## src/rtl/cp0_pkg.sv

```systemverilog
// Shared definitions for the CP0 exception controller.
//   - CP0 register indices (Status / Cause / EPC)
//   - ExcCode values for every event the controller can take
//   - FSM state encoding
//   - stack entry width {IE, KSU[1:0], EPC[31:0]}
//   - fixed-priority exception code selection helper
package cp0_pkg;

    localparam logic [4:0] CP0_REG_STATUS = 5'd12;
    localparam logic [4:0] CP0_REG_CAUSE  = 5'd13;
    localparam logic [4:0] CP0_REG_EPC    = 5'd14;

    localparam logic [4:0] EXC_INT = 5'd0;
    localparam logic [4:0] EXC_DZ  = 5'd7;
    localparam logic [4:0] EXC_SYS = 5'd8;
    localparam logic [4:0] EXC_BP  = 5'd9;
    localparam logic [4:0] EXC_RI  = 5'd10;
    localparam logic [4:0] EXC_OV  = 5'd12;

    localparam int STACK_W = 35;

    typedef enum logic [1:0] {
        ST_IDLE   = 2'd0,
        ST_ENTRY  = 2'd1,
        ST_RETURN = 2'd2
    } cp0_state_e;

    // Highest-priority synchronous cause wins; falls back to the interrupt code.
    function automatic logic [4:0] sync_exc_code(input logic ri, input logic ov,
                                                 input logic dz, input logic sys,
                                                 input logic brk);
        logic [4:0] code;
        if (ri)       code = EXC_RI;
        else if (ov)  code = EXC_OV;
        else if (dz)  code = EXC_DZ;
        else if (sys) code = EXC_SYS;
        else if (brk) code = EXC_BP;
        else          code = EXC_INT;
        return code;
    endfunction

endpackage

```

## src/rtl/cp0_nest_stack.sv

```systemverilog
// Save stack for nested exceptions.
// Ports:
//   clock, reset     clock / async active-low reset
//   push, pop        push push_data / drop top entry (push ignored when full,
//                    pop ignored when empty)
//   push_data        entry to save
//   top_data         most recently pushed entry (0 when empty)
//   level            number of valid entries (0..DEPTH)
module cp0_nest_stack
    import cp0_pkg::*;
#(
    parameter int DEPTH = 2,
    parameter int WIDTH = STACK_W
) (
    input  logic             clock,
    input  logic             reset,
    input  logic             push,
    input  logic             pop,
    input  logic [WIDTH-1:0] push_data,
    output logic [WIDTH-1:0] top_data,
    output logic [2:0]       level
);

    localparam int AW = (DEPTH > 1) ? $clog2(DEPTH) : 1;

    logic [WIDTH-1:0] mem_q [DEPTH];
    logic [2:0]       level_q;
    logic [AW-1:0]    wr_idx;
    logic [AW-1:0]    top_idx;

    assign wr_idx   = AW'(level_q);
    assign top_idx  = AW'(level_q - 3'd1);
    assign top_data = (level_q == 3'd0) ? '0 : mem_q[top_idx];
    assign level    = level_q;

    always_ff @(posedge clock or negedge reset) begin
        if (!reset) begin
            level_q <= 3'd0;
            for (int i = 0; i < DEPTH; i++) begin
                mem_q[i] <= '0;
            end
        end else if (push && (level_q < 3'(DEPTH))) begin
            mem_q[wr_idx] <= push_data;
            level_q       <= level_q + 3'd1;
        end else if (pop && (level_q != 3'd0)) begin
            level_q <= level_q - 3'd1;
        end
    end

endmodule

```

## src/rtl/cp0_exc_ctrl.sv

```systemverilog
// CP0 exception controller: Status/Cause/EPC registers, interrupt
// synchroniser, fixed-priority exception entry, eret return and a nesting
// stack of saved {IE, KSU, EPC}.
// Ports:
//   clock, reset                    clock / async active-low reset
//   overflow .. break_ins           synchronous exception sources
//   eret                            exception return
//   mtc0, mfc0, rd, rt_value        CP0 register write / read access
//   pc                              PC of the current instruction (saved to EPC)
//   irq                             asynchronous level interrupt requests
//   cp0_data_out                    mfc0 read data (combinational)
//   redirect, redirect_pc           one-cycle PC redirect strobe and target
//   nest_level, nest_fault          nesting depth / sticky nesting error
//
// state     | meaning
// ST_IDLE   | accepting events, eret and mtc0
// ST_ENTRY  | redirect to handler; pipeline flush, inputs ignored
// ST_RETURN | redirect to saved EPC; pipeline flush, inputs ignored
module cp0_exc_ctrl
    import cp0_pkg::*;
#(
    parameter int          NUM_IRQ      = 6,
    parameter int          NEST_DEPTH   = 2,
    parameter logic [31:0] HANDLER_ADDR = 32'h0000F000
) (
    input  logic               clock,
    input  logic               reset,
    input  logic               overflow,
    input  logic               divide_zero,
    input  logic               reserved_instruction,
    input  logic               syscall,
    input  logic               break_ins,
    input  logic               eret,
    input  logic               mtc0,
    input  logic               mfc0,
    input  logic [4:0]         rd,
    input  logic [31:0]        rt_value,
    input  logic [31:0]        pc,
    input  logic [NUM_IRQ-1:0] irq,
    output logic [31:0]        cp0_data_out,
    output logic               redirect,
    output logic [31:0]        redirect_pc,
    output logic [2:0]         nest_level,
    output logic               nest_fault
);

    logic [NUM_IRQ-1:0] irq_s1_q, irq_s2_q;
    logic               ie_q;
    logic [1:0]         ksu_q;
    logic [NUM_IRQ-1:0] im_q;
    logic [4:0]         exc_code_q;
    logic [31:0]        epc_q;
    cp0_state_e         state_q;
    logic               redirect_q;
    logic [31:0]        redirect_pc_q;
    logic               nest_fault_q;

    logic               sync_exc, int_req, stack_full, in_idle;
    logic               take_entry, take_return, exc_fault, ret_fault, do_write;
    logic [4:0]         entry_code;
    logic [STACK_W-1:0] stack_top;
    logic [2:0]         level;
    logic [5:0]         im_ext, ip_ext;

    cp0_nest_stack #(
        .DEPTH (NEST_DEPTH),
        .WIDTH (STACK_W)
    ) u_stack (
        .clock     (clock),
        .reset     (reset),
        .push      (take_entry),
        .pop       (take_return),
        .push_data ({ie_q, ksu_q, epc_q}),
        .top_data  (stack_top),
        .level     (level)
    );

    always_comb begin
        sync_exc   = reserved_instruction | overflow | divide_zero | syscall | break_ins;
        int_req    = ie_q & (|(irq_s2_q & im_q));
        stack_full = (level == 3'(NEST_DEPTH));
        in_idle    = (state_q == ST_IDLE);
        entry_code = sync_exc_code(reserved_instruction, overflow, divide_zero,
                                   syscall, break_ins);
        // A present synchronous exception always shadows interrupts and eret,
        // even when it cannot be taken because the stack is full.
        take_entry  = in_idle & ~stack_full & (sync_exc | int_req);
        exc_fault   = in_idle & stack_full & sync_exc;
        take_return = in_idle & eret & ~sync_exc & ~take_entry & (level != 3'd0);
        ret_fault   = in_idle & eret & ~sync_exc & ~take_entry & (level == 3'd0);
        do_write    = in_idle & mtc0 & ~take_entry & ~take_return;
    end

    always_ff @(posedge clock or negedge reset) begin
        if (!reset) begin
            irq_s1_q      <= '0;
            irq_s2_q      <= '0;
            ie_q          <= 1'b0;
            ksu_q         <= 2'b00;
            im_q          <= '0;
            exc_code_q    <= 5'd0;
            epc_q         <= 32'd0;
            state_q       <= ST_IDLE;
            redirect_q    <= 1'b0;
            redirect_pc_q <= 32'd0;
            nest_fault_q  <= 1'b0;
        end else begin
            irq_s1_q <= irq;
            irq_s2_q <= irq_s1_q;

            case (state_q)
                ST_IDLE: begin
                    if (take_entry) begin
                        state_q       <= ST_ENTRY;
                        redirect_q    <= 1'b1;
                        redirect_pc_q <= HANDLER_ADDR;
                    end else if (take_return) begin
                        state_q       <= ST_RETURN;
                        redirect_q    <= 1'b1;
                        redirect_pc_q <= epc_q;
                    end else begin
                        redirect_q <= 1'b0;
                    end
                end
                default: begin
                    state_q    <= ST_IDLE;
                    redirect_q <= 1'b0;
                end
            endcase

            if (take_entry) begin
                epc_q      <= pc;
                ie_q       <= 1'b0;
                ksu_q      <= 2'b00;
                exc_code_q <= entry_code;
            end else if (take_return) begin
                {ie_q, ksu_q, epc_q} <= stack_top;
            end else if (do_write) begin
                case (rd)
                    CP0_REG_STATUS: begin
                        ie_q  <= rt_value[0];
                        ksu_q <= rt_value[4:3];
                        im_q  <= rt_value[10 +: NUM_IRQ];
                    end
                    CP0_REG_EPC: epc_q <= rt_value;
                    default: ;
                endcase
            end

            if (exc_fault || ret_fault) begin
                nest_fault_q <= 1'b1;
            end
        end
    end

    assign im_ext = 6'(im_q);
    assign ip_ext = 6'(irq_s2_q);

    always_comb begin
        cp0_data_out = 32'd0;
        if (mfc0) begin
            case (rd)
                CP0_REG_STATUS: begin
                    cp0_data_out[0]     = ie_q;
                    cp0_data_out[4:3]   = ksu_q;
                    cp0_data_out[15:10] = im_ext;
                end
                CP0_REG_CAUSE: begin
                    cp0_data_out[6:2]   = exc_code_q;
                    cp0_data_out[15:10] = ip_ext;
                end
                CP0_REG_EPC: cp0_data_out = epc_q;
                default: cp0_data_out = 32'd0;
            endcase
        end
    end

    assign redirect    = redirect_q;
    assign redirect_pc = redirect_pc_q;
    assign nest_level  = level;
    assign nest_fault  = nest_fault_q;

endmodule

```

## config.mk

```make
export PLATFORM = sky130hd
export DESIGN_NAME = cp0_exc_ctrl
export DESIGN_NICKNAME = d
export VERILOG_FILES = /design/src/rtl/cp0_pkg.sv /design/src/rtl/cp0_nest_stack.sv /design/src/rtl/cp0_exc_ctrl.sv
export SDC_FILE = /design/constraint.sdc
export NUM_CORES = 1
export LEC_CHECK = 0
export ABC_AREA = 0
export ABC_CLOCK_PERIOD_IN_PS = 3650
export CAP_MARGIN = 20
export CORE_AREA = 8 8 194 196
export CTS_CLUSTER_DIAMETER = 150
export DETAILED_ROUTE_END_ITERATION = 6
export DIE_AREA = 0 0 202 204
export SYNTH_ARGS = -nofsm -noshare
export SYNTH_HDL_FRONTEND = slang
export SYNTH_SLANG_ARGS = --single-unit
```

## constraint.sdc

```tcl
create_clock -name clock -period 3.65 [get_ports clock]
set_input_delay 0.365 -clock clock [delete_from_list [all_inputs] [get_ports clock]]
set_output_delay 0.365 -clock clock [all_outputs]
set_load 0.005 [all_outputs]
```

==> reports/results.tsv, run 1 <==
stage	metric	value	unit
outcome	status	finished clean	
setup_path	r2r_cells	4	
synth	yosys.area.top_type_share	0.5282	
detailed_routing	ant_nets	0	
floorplan	core	34790	sq um
floorplan	rows	69	
setup_path	cp_common_cell	clkdlybuf4s50_1	
floorplan	die-area	41210	sq um
place	hpwlAfterDp	15270	um
clocking	cts-hold-fix-buffers	0	
detailed_routing	vias	5724	
synth	syn-cell-area	7864	sq um
detailed_routing	dr.pass1.iters	4	
setup_path	crit_family	buffers and inverters	
setup_path	end_kind	output port	
clocking	root_buffer	clkbuf_16	
setup_path	arrival	2610	ps
flow_run	maxCapViolations	0	
setup_path	r2r_end	u_stack.mem_q[20]	
global_routing	grt.total_usage	0.1113	
final_layout	syn_to_final_growth	33.22	%
synth	synthesis.instances	689	
detailed_routing	wirelength	22570	um
timing	max_slew.worst_pin.slew	943.5	ps
floorplan	die_w	202	um
detailed_routing	drt_iter0_drc	257	
place	port_buffers	153	
timing	whs	0.2752	ps
clocking	clock_latency	440	ps
global_routing	grt_pass1_vias	6105	
place	place.gp.congestion	0.7380	
global_routing	antenna_found_initial	1	
timing	hold_violations	0	
global_routing	grt_max_degree	104	
worst_hold_path	hp-class	in2async	
timing	post-route-min-period	2979	ps
pwr	p_per_area	616.9	nW/um^2
timing	period_share	0.8163	
final_layout	final_nets	911	
timing	fin_tns_setup	0	ps
floorplan	ios	154	
setup_path	max_stage_delay	790	ps
clocking	cts_resized	0	
pwr	power_leakage	4.650	nW
clocking	clk_path_buf_depth	2	
synth	ys_types	37	
setup_path	start_kind	primary input	
timing	finClkSkew	17.19	ps
clocking	cts_tree	built	
detailed_routing	drc	0	
final_layout	n_antenna_cell	0	
clocking	numCtsBuffers	17	
synth	avgSynthCellArea	11.41	sq um
floorplan	start_util	0.2260	
setup_path	r2r-start	u_stack.level[0]	
setup_path	ff2ff_setup_slack	1140	ps
synth	async_reset_ff_frac	1.000	
synth	seq_area_frac_synth	0.5282	
synth	synthTopCellsByArea	dfrtp_1, a211oi_1, mux2_2	
synth	synth-edff-count	0	
synth	synth_top_cell_by_area	dfrtp_1	
timing	max_slew_margin	0.3710	
setup_path	critPathBufInv	2	
global_routing	grt-ovfl-total	0	
clocking	cts_max_level	4	
setup_path	crit_chain	clkdlybuf4s50_1 -> nor2b_1 -> a21oi_1 -> nor2_1 -> clkdlybuf4s50_1	
final_layout	mostFrequentLayoutCells	dfrtp_1, clkdlybuf4s50_1, nand2_1, a211oi_1, mux2_2	
detailed_routing	wl_per_cell	17.40	um
floorplan	fp.dieH	204	um
global_routing	grt_pass1_wl	35940	um
clocking	clk_pin_slew	80	ps
setup_path	slowest_stage	clkdlybuf4s50_1	
final_layout	mostFrequentLayoutCell	dfrtp_1	
pwr	vdd_drop_max	0.0003743	V
synth	yosysWarnings	0	
clocking	cts_num_sinks	166	
detailed_routing	vias_per_cell	4.413	
timing	finalSetupViolCount	0	
final_layout	layout-drive-gt1-share	0.1567	
synth	synth_ff_type	dfrtp_1	
setup_path	crit_cells	5	
setup_path	critPathKind	in2out	
synth	synth-seq-cells	166	
synth	synth_nets	777	
setup_path	path_max_fanout	12	
timing	max_freq	335.6	MHz
timing	slew_violations	0	
clocking	post-cts-setup-buffers	0	
setup_path	required	3280	ps
timing	rsz0062_at_grt	false	
==> routing by layer <==
layer / global-route usage / vias to the layer above / part of all wire
li1: - / 2714 / -
met1: 0.1415 / 2891 / 0.45
met2: 0.1848 / 107 / 0.49
met3: 0.02806 / 12 / 0.039
met4: 0.03235 / 0 / 0.012
met5: 0 / - / 0
==> synthesized netlist by cell type (all sizes together), types with 4 or more instances <==
master  count
a211oi     70
a21o       33
a21oi      41
a22oi       5
and2       21
buf        11
clkbuf     42
dfrtp     166
inv         5
mux2       76
mux2i      44
nand2      70
nand3       6
nor2       26
nor2b      39
nor3        4
o21ai       4
==> registers in the layout, summed over array words and instances (netlist names) <==
register       cells
u_stack.mem_q     70
epc_q             32
redirect_pc       32
im_ext             6
ip_ext             6
irq_s1_q           6
exc_code_q         4
u_stack.level      3
ksu_q              2
state_q            2
ie_q               1
nest_fault         1
redirect           1
==> worst max path at each step <==
stage                                     from                end  slack [ps]
final                                    rd[0]    cp0_data_out[4]         670
after global routing                     rd[0]    cp0_data_out[3]         460
after CTS                                rd[0]   cp0_data_out[12]         670
after detailed placement                 rd[0]   cp0_data_out[12]         670
after global placement    reserved_instruction  u_stack.mem_q[20]         750
after floorplan               u_stack.level[0]               ie_q        1570
==> power breakdown <==
group	switching (mW)	internal (mW)	leakage [nW]
Combinational	0.925	0.933	2.24
Clock	0.885	0.917	0.280
Sequential	0.450	2.35	2.13
Total	2.26	4.20	4.65
==> stage by stage <==
stage	utilization	total power, mW	setup slack [ps]	cell area (sq um)	std cells
finish	0.3011	6.462	670.6	10480	1297
global placement	0.2844	4.678	746.3	9894	1265
global route	0.3011	6.885	457.9	10480	1297
CTS	0.3011	6.590	671.5	10480	1297
floorplan	-	4.038	1574	7864	689
detailed placement	0.2844	4.736	668.5	9894	1265
==> cell families after synthesis <==
kind of cell / synth area share
AND/OR/NAND/NOR: 0.1160
XOR/XNOR: 0.001114
adder cells (fa/ha/maj): 0.004774
multiplexers: 0.1792
flip-flops: 0.5282
buffers and inverters: 0.03214
AO/OA/AOI/OAI: 0.1386
==> final cells by class <==
type	count	area (sq um)
clock buffer	17	425.4
clock inverter	15	156.4
fill	3576	24320
inverter	5	20.02
multi-input combinational	465	3460
sequential	166	4155
tap	461	576.8
timing repair buffer	168	1683
Note: power is estimated with default switching activity, not from simulation.
==> run 2, diff against run 1 <==
ABC_CLOCK_PERIOD_IN_PS = 2400   (was 3650)
clock period = 2.4 ns   (was 3.65 ns; I/O delays follow)
==> reports/results.tsv, run 2 (synthesis gave the netlist of run 1 again) <==
stage	metric	value	unit	change
outcome	status	finished clean		
setup_path	required	2160	ps	-1120 ps
setup_path	ff2ff_setup_slack	300	ps	-840 ps
setup_path	start_kind	primary input		
place	port_buffers	153		unchanged
floorplan	ios	154		unchanged
clocking	clock_latency	420	ps	-20 ps
global_routing	grt.total_usage	0.1093		-0.002014
floorplan	fp.dieH	204	um	unchanged
global_routing	grt-ovfl-total	0		unchanged
place	hpwlAfterDp	15930	um	+4.3%
timing	finalSetupViolCount	0		unchanged
pwr	power_leakage	4.779	nW	+2.8%
timing	slew_violations	0		unchanged
clocking	root_buffer	clkbuf_16		
final_layout	mostFrequentLayoutCell	dfrtp_1		
timing	fin_tns_setup	0	ps	unchanged
final_layout	mostFrequentLayoutCells	dfrtp_1, clkdlybuf4s50_1, nand2_1, a211oi_1, mux2_2		
place	place.gp.congestion	0.7706		+4.4%
floorplan	start_util	0.2260		unchanged
clocking	numCtsBuffers	17		unchanged
floorplan	die-area	41210	sq um	unchanged
final_layout	largest_reg_flops	70		unchanged
clocking	post-cts-setup-buffers	0		unchanged
setup_path	crit_chain	clkdlybuf4s50_1 -> and3b_1 -> and3_1 -> buf_4 -> and2_1 -> clkdlybuf4s50_1		
final_layout	syn_to_final_growth	36.52	%	
detailed_routing	vias	5766		+0.73%
final_layout	final_nets	930		+2.1%
detailed_routing	wl_per_cell	17.16	um	-1.4%
timing	max_slew_margin	0.6144		+0.2434
clocking	clk_path_buf_depth	2		unchanged
detailed_routing	ant_nets	0		unchanged
setup_path	cp_common_cell	clkdlybuf4s50_1		
clocking	cts_tree	built		
final_layout	multi_input_area	3462	sq um	about the same
flow_run	maxCapViolations	0		unchanged
pwr	vdd_drop_max	0.0004633	V	+24%
final_layout	nFillCells	3523		-1.5%
global_routing	grt_pass1_wl	35490	um	-1.2%
detailed_routing	drc	0		unchanged
final_layout	final_util	0.3086		+0.007444
setup_path	critPathKind	in2out		
timing	post-route-min-period	2369	ps	
setup_path	crit_family	buffers and inverters		
global_routing	grt_max_degree	79		-24%
setup_path	critPathBufInv	3		+1
floorplan	core	34790	sq um	unchanged
detailed_routing	dr.pass1.iters	5		+1
setup_path	slowest_stage	clkdlybuf4s50_1		
timing	period_share	0.9871		
detailed_routing	wirelength	22610	um	+0.18%
timing	finClkSkew	9.594	ps	-7.594 ps
timing	max_slew.worst_pin.slew	578.4	ps	-365.0 ps
clocking	cts_num_sinks	166		unchanged
global_routing	grt_pass1_vias	6063		-0.69%
floorplan	rows	69		unchanged
setup_path	path_max_fanout	7		-5
detailed_routing	vias_per_cell	4.375		-0.87%
floorplan	die_w	202	um	unchanged
final_layout	regMostFlops	u_stack.mem_q		
clocking	cts_max_level	4		unchanged
setup_path	arrival	2130	ps	-480 ps
timing	rsz0062_at_grt	true		
timing	hold_violations	0		unchanged
final_layout	layout-drive-gt1-share	0.1754		+0.01874
timing	max_freq	422.1	MHz	
setup_path	max_stage_delay	530	ps	-260 ps
clocking	clk_pin_slew	70	ps	about the same
worst_hold_path	hp-class	in2reg		
global_routing	antenna_found_initial	0		-1
final_layout	seq_area	4155	sq um	unchanged
pwr	p_per_area	935.3	nW/um^2	+52%
setup_path	end_kind	output port		
detailed_routing	drt_iter0_drc	237		-7.8%
-- run 2: path summary, 6_finish.rpt --
| path | to | depth (start not counted) | from |
|---|---|---|---|
| hold reg to reg | ip_ext[0] | 0 | irq_s1_q[0] |
| setup / recovery | cp0_data_out[7] | 6 | rd[2] |
| max in group asynchronous | redirect_pc[28] | 3 | reset |
| setup reg to reg | u_stack.mem_q[61] | 7 | im_ext[1] |
| min in group asynchronous | im_ext[3] | 2 | reset |
| hold / removal | irq_s1_q[0] | 1 | irq[0] |
-- run 2: metrics by stage --
stage	cells	area [sq um]	power [mW]	hold WS, ps	setup WS, ps
after floorplan	689	7864	6.141	-55.59	323.6
after global placement	1283	10100	7.159	157.8	2.034
after detailed placement	1283	10100	7.250	159.3	15.02
after CTS	1316	10730	10.17	226.8	37.16
after global routing	1316	10730	10.66	231.8	-1.370
final	1318	10740	10.04	257.5	30.97
-- run 2: final cells by class --
| type | instances | area share |
|---|---|---|
| clock buffers | 20 | 0.04347 |
| clock inverters | 12 | 0.01329 |
| diodes | 2 | 0.0004662 |
| repair buffers | 187 | 0.1776 |
| multi-input cells | 465 | 0.3225 |
| well taps | 461 | 0.05373 |
| inverters | 5 | 0.001865 |
| flip-flops and latches | 166 | 0.3871 |
-- run 2: per-layer routing --
| metal | up-vias | global-route usage | wire length, um |
|---|---|---|---|
| met5 | - | 0 | 0 |
| met4 | 0 | 0.03679 | 338 |
| met3 | 15 | 0.02282 | 768 |
| met2 | 105 | 0.1813 | 11100 |
| met1 | 2889 | 0.1400 | 10410 |
| li1 | 2757 | - | - |
-- run 2: repair_timing --
| action | CTS | global route |
|---|---|---|
| setup endpoints to repair | 1 | 1 |
| hold endpoints to repair | 33 | 0 |
| hold buffers | 1 | 0 |
| resized for setup | 1 | 1 |
| gates cloned | 0 | 0 |
-- run 2: where the power goes --
part | leakage, nW | switching, mW | internal, mW
Combinational | 2.36 | 1.41 | 1.49
Clock | 0.291 | 1.23 | 1.64
Sequential | 2.13 | 0.688 | 3.58
